### src/rtl/mem_access_ctrl.sv
// Multicycle controller between the control FSM and the word-addressed main memory.
// Optional read/write completion counters are built when MEM_ACCESS_STATS_EN is defined.
module mem_access_ctrl #(
    parameter int ADDR_W      = 16,
    parameter int DATA_W      = 16,
    parameter int WAIT_CYCLES = 1
) (
    input  logic                     clk,
    input  logic                     rst,
    input  logic                     req,
    input  logic                     req_we,
    input  logic [ADDR_W-1:0]        req_addr,
    input  logic signed [DATA_W-1:0] req_wdata,
    output logic                     busy,
    output logic                     done,
    output logic signed [DATA_W-1:0] rdata,
    output logic                     mem_read_enable,
    output logic                     mem_write_enable,
    output logic [ADDR_W-1:0]        mem_addr,
    output logic signed [DATA_W-1:0] mem_write_data,
    input  logic signed [DATA_W-1:0] mem_data_in
`ifdef MEM_ACCESS_STATS_EN
    ,
    output logic [15:0]              rd_count,
    output logic [15:0]              wr_count
`endif
);

    typedef enum logic [1:0] {
        IDLE   = 2'd0,
        ACCESS = 2'd1,
        DONE   = 2'd2
    } state_t;

    localparam logic [3:0] WAIT_INIT = 4'(WAIT_CYCLES);

    state_t                     state;
    state_t                     state_nxt;
    logic [3:0]                 cnt;
    logic                       last;
    logic                       we_p0;
    logic [ADDR_W-1:0]          addr_p0;
    logic signed [DATA_W-1:0]   wdata_p0;
    logic signed [DATA_W-1:0]   rdata_p1;

    assign last           = (cnt == 4'd0);
    assign mem_addr       = addr_p0;
    assign mem_write_data = wdata_p0;
    assign rdata          = rdata_p1;

    always_ff @(posedge clk) begin
        if (rst) state <= IDLE;
        else     state <= state_nxt;
    end

    always_comb begin
        state_nxt        = state;
        busy             = 1'b0;
        done             = 1'b0;
        mem_read_enable  = 1'b0;
        mem_write_enable = 1'b0;
        case (state)
            IDLE: begin
                if (req) state_nxt = ACCESS;
            end
            ACCESS: begin
                busy             = 1'b1;
                mem_read_enable  = ~we_p0;
                // A single write strobe in the last cycle gives exactly one commit edge.
                mem_write_enable = we_p0 & last;
                if (last) state_nxt = DONE;
            end
            DONE: begin
                busy      = 1'b1;
                done      = 1'b1;
                state_nxt = IDLE;
            end
            default: state_nxt = IDLE;
        endcase
    end

    // p0: request capture and wait counter; p1: memory data register
    always_ff @(posedge clk) begin
        if (rst) begin
            cnt      <= '0;
            we_p0    <= 1'b0;
            addr_p0  <= '0;
            wdata_p0 <= '0;
            rdata_p1 <= '0;
        end else begin
            if (state == IDLE && req) begin
                we_p0    <= req_we;
                addr_p0  <= req_addr;
                wdata_p0 <= req_wdata;
                cnt      <= WAIT_INIT;
            end else if (state == ACCESS && !last) begin
                cnt <= cnt - 4'd1;
            end
            if (state == ACCESS && last && !we_p0) rdata_p1 <= mem_data_in;
        end
    end

`ifdef MEM_ACCESS_STATS_EN
    always_ff @(posedge clk) begin
        if (rst) begin
            rd_count <= '0;
            wr_count <= '0;
        end else if (state == DONE) begin
            if (we_p0) begin
                if (wr_count != 16'hFFFF) wr_count <= wr_count + 16'd1;
            end else begin
                if (rd_count != 16'hFFFF) rd_count <= rd_count + 16'd1;
            end
        end
    end
`endif

endmodule

### config.mk
export PLATFORM = sky130hd
export DESIGN_NAME = mem_access_ctrl
export DESIGN_NICKNAME = d
export VERILOG_FILES = /design/src/rtl/mem_access_ctrl.sv
export SDC_FILE = /design/constraint.sdc
export NUM_CORES = 1
export LEC_CHECK = 0
export BUFFER_PORTS_ARGS = -buffer_cell sky130_fd_sc_hd__clkbuf_2
export CORE_ASPECT_RATIO = 1.4
export CORE_MARGIN = 8
export CORE_UTILIZATION = 30
export DETAILED_ROUTE_END_ITERATION = 16
export PLACE_DENSITY = 0.52
export SLEW_MARGIN = 30
export SYNTH_ARGS = -nofsm -noshare
export SYNTH_HDL_FRONTEND = slang
export SYNTH_SLANG_ARGS = --single-unit
### constraint.sdc
create_clock -name clk -period 2 [get_ports clk]
set_clock_uncertainty 0.2 [all_clocks]
set_input_delay 0.1 -clock clk [delete_from_list [all_inputs] [get_ports clk]]
set_output_delay 0.1 -clock clk [all_outputs]
set_load 0.02 [all_outputs]
* Yosys cells after proc, flatten, opt, wreduce, memory -nomap -nowiden *
Cells that the tools add are included.

storage, ports and cells
  bits in registers = 55
  bits of input ports = 52
  output and inout bits = 52
  word-level logic and storage cells = 35

cells by class
  add/subtract/negate cells = 1
  equal/unequal tests = 4
  muxes and demuxes = 9
  bitwise logic cells = 2
  reduce and logical (&&, ||, !) cells = 12

operator list
  kind                                                                count
  1-bit 2-to-1 mux                                                    6
  1-bit logical AND                                                   4
  4-bit zero test                                                     1
  2-bit 2-to-1 mux                                                    2
  2-bit inequality test, second input constant                        2
  2-bit one-hot mux with 2 select lines                               1
  2-bit OR reduction                                                  2
  4-bit by 1-bit subtractor with 4-bit output, second input constant  1
  2-bit by 1-bit == test with 1-bit output, second input constant     1
  2-bit == test, second input constant                                1
  1-bit zero test                                                     2
  2-bit zero test                                                     1
  2-bit AND reduction                                                 1
  2-bit nonzero test                                                  1
  1-bit bitwise AND                                                   1
  1-bit NOT                                                           1

* Depth between registers and ports, before layout *
  depth in word-level cells = 5
  gate-level depth with buffers = 8

* Worst setup path after synthesis *
Ideal clock, no wire load.

  kind = register to register
  start = reg cnt[0]
  end = reg rdata_p1[10], in the netlist rdata[10]
  arrival time = 1.358 ns
  required time = 1.668 ns
  slack = 0.310 ns
  cell stages (with the launch flop) = 7
  buffers on the path = 1
  period minus slack after synthesis = 1.690 ns
  cells stage by stage = dfxtp_1 > inv_1 > ha_1 > or3b_1 > buf_2 > o31ai_1 > a21oi_1

on the way
  longest elaborated chain between the ends = 3

RTL lines
  what                             RTL line  text
  start, declared                  39        logic [3:0] cnt;
  start signal, assigned           97        cnt <= cnt - 4'd1;
  4-bit zero test                  46        assign last = (cnt == 4'd0);
  1-bit logical AND (2 in series)  99        if (state == ACCESS && last && !we_p0) rdata_p1 <= mem_data_in;
  end signal, assigned             99
  end, declared                    44        logic signed [DATA_W-1:0] rdata_p1;

No other way between the ends.
A chain may end at the register's enable or synchronous reset.

* Worst setup path after layout *
  start = reg state[1]
  end = out mem_read_enable

on the way
  longest elaborated chain between the ends = 2

RTL lines
  what                                      RTL line  text
  start, declared                           37        state_t state;
  start signal, assigned                    53        else state <= state_nxt;
  2-bit by 1-bit == test with 1-bit output  62        case (state)
  1-bit 2-to-1 mux                          62
  end, declared                             17        output logic mem_read_enable,

No other way between the ends.

==> metrics.txt <==
final number of setup-violating endpoints 0; setup TNS 0 ps; GRT Total Usage 13.22%; total power approximately 3.7 mW; RSZ-0062 raised after global routing false; Synth area leader dfxtp_1; measured slew at the worst slew-check pin 589.0 ps; Net Count, Synth approximately 320; clock root cell clkbuf_8; most frequent cell after synthesis nand2_1; Initial Util 30.53%; Seq/Total Area, Yosys roughly 50%; Synthesis Warnings 0; HP Class input pin to flop; ANT nets after route 0; vias in the first global route about 2400; final hold viol count 0; Slowest-stage cell, CP dfxtp_1; status complete, no violations; post-DR vias/cell roughly 4.5; initial antenna violation count 0; total die area between 10000 and 15000 um^2; total number of vias 2324; P&R area growth vs syn 55.62%; first-pass GRT wire length ~11 mm; PwrDens between 1000 and 1500 nW/um^2; row count 37; number of enable flip-flop cells after synthesis 0; largest net degree at the start of global routing 29; hold_sp req; DR WL/cell about 13 um; Worst-Skew Late Latency ~310 ps; startpoint types flop; post-synthesis register bit count 55; grt ovf 0; drt total wl a little under 7 mm; R2R Setup Slk 170 ps; DRC 0; Starting DRT DRC Count 126; syn_area_per_cell about 8.4 um^2; M1 GR Usage ~14%; Mapped Area ~2200 um^2; crit path time final roughly 1900 ps; Chip Width ~88 um; clk slew on worst S/H paths 100 ps; P_leak approximately 1.5 nW; Synth Flop Type dfxtp_1; CTS Buf Count 5; grt peak-use layer met2; reg2reg start cnt[0]; htree depth 2; Final Slew Violations 0; fin nets 474; post-CTS setup buffers 0; nature of the critical path endpoint output pin; met3 Usage GRT between 4 and 5%; CTS tree yes; CP startpoint state[1]; Cell Area, Placed between 2000 and 3000 um^2; Filler Cells Inserted around 740; core area between 7000 and 8000 um^2; clk sinks 55; drt pass-1 iters 4; ranking of synthesized cells by area dfxtp_1 (50%), a21oi_1 (12%), nand2_1 (12%); CP Max Fanout 13; max cap viols 0; post-DP HPWL 4.865 mm; CP Data Arrival Time around 1600 ps; Fmax ~530 MHz; chip height 117.4 um; num ports around 100; WS Path Type flop to output pin; hold slack between 15 and 20 ps; I/O Buffers 103; ordered list of cells on the worst path inv_1 > ha_2 > nor2b_1 > buf_6 > clkbuf_2; Placer Congestion ~0.7; Max clock buf depth 2; Async S/R FF share, synth 0%; met2 Usage GRT roughly a quarter; post-layout instance area roughly 3400 um^2; number of distinct library cells after synthesis 29; post-synthesis cell count ~260; Rel. slew slack around 60%; peak supply drop 0.5427 mV; largest stage delay on the critical path ~330 ps; ant diodes 0; top-area cell type share of the netlist area between 40 and 50%; critical path required time roughly 1700 ps; final worst-path cycle share a little over nine tenths; layout cells sized above 1 between 30% and 40%; ranking of synthesized cells by instance count nand2_1 (68), dfxtp_1 (55), a21oi_1 (51)
-- registers in the layout, summed over array words and instances, names as in the netlist --
signal	count
state	2
cnt	4
we_p0	1
mem_write_data	16
mem_addr	16
rdata	16
-- critical path: cells and delay by family (launching register included) --
kind | cells | cell delay (ps)
AND/OR/NAND/NOR | 1 | 210
flip-flops | 1 | 330
adder cells (fa/ha/maj) | 1 | 250
buffers and inverters | 3 | 490
-- cell families after synthesis --
group / after synthesis / synth area share, %
adders and majority gates: 6 / 3.405
AOI/OAI and AO/OA: 70 / 18.27
buffers and inverters: 27 / 5.788
DFF: 55 / 49.94
muxes: 3 / 1.362
and+or+nand+nor: 102 / 21.23
-- path summary, 6_finish.rpt --
check	to	depth (start not counted)
max	mem_read_enable	5
min	state[0]	4
max reg2reg	rdata[11]	6
min reg2reg	mem_addr[6]	2
-- cell type report --
class                           instances  area (um^2)  share of cell area (%)
Clock buffer                            7        76.32                   2.225
Clock inverter                          1        5.005                  0.1459
Multi-Input combinational cell        181        978.4                   28.52
Sequential cell                        55         1101                   32.09
Timing Repair Buffer                  168         1130                   32.93
Tap cell                               97        121.4                   3.538
Inverter                                5        18.77                  0.5470
-- per-layer routing --
metal,part of all wire [%],up-vias
li1,-,1195
met1,40,1060
met2,52,64
met3,6.8,5
met4,1.1,0
met5,0,-
-- where the power goes --
part | internal [mW] | leakage (nW) | switching [mW]
Clock | 0.247 | 0.0422 | 0.358
Sequential | 1.31 | 0.450 | 0.128
Combinational | 0.638 | 1.04 | 1.02
-- metrics by stage --
stage / worst slack (ps) / utilization [%] / instances
after CTS: 39.84 / 47.42 / 514
after detailed placement: 206.5 / 39.50 / 457
after global routing: 3.085 / 47.51 / 514
after global placement: 231.8 / 39.50 / 457
after floorplan: 309.5 / - / 263
final: 112.9 / 47.51 / 514
-- placed cells by master, fill, tap and decap left out, types with 5 or more instances in the layout --
cell type / instances
nand2_1: 68
buf_4: 15
dlygate4sd3_1: 49
ha_1: 5
nand3_1: 17
clkbuf_2: 103
o31ai_1: 16
clkbuf_8: 5
dfxtp_1: 55
a21oi_1: 51
-- repair_timing --
action | in CTS | in global routing
endpoints found under the setup margin | 0 | 1
hold endpoints to repair | 49 | 0
gates resized for setup | 0 | 2
hold buffers | 49 | 0
No activity file was read; power rests on OpenSTA's default activity.
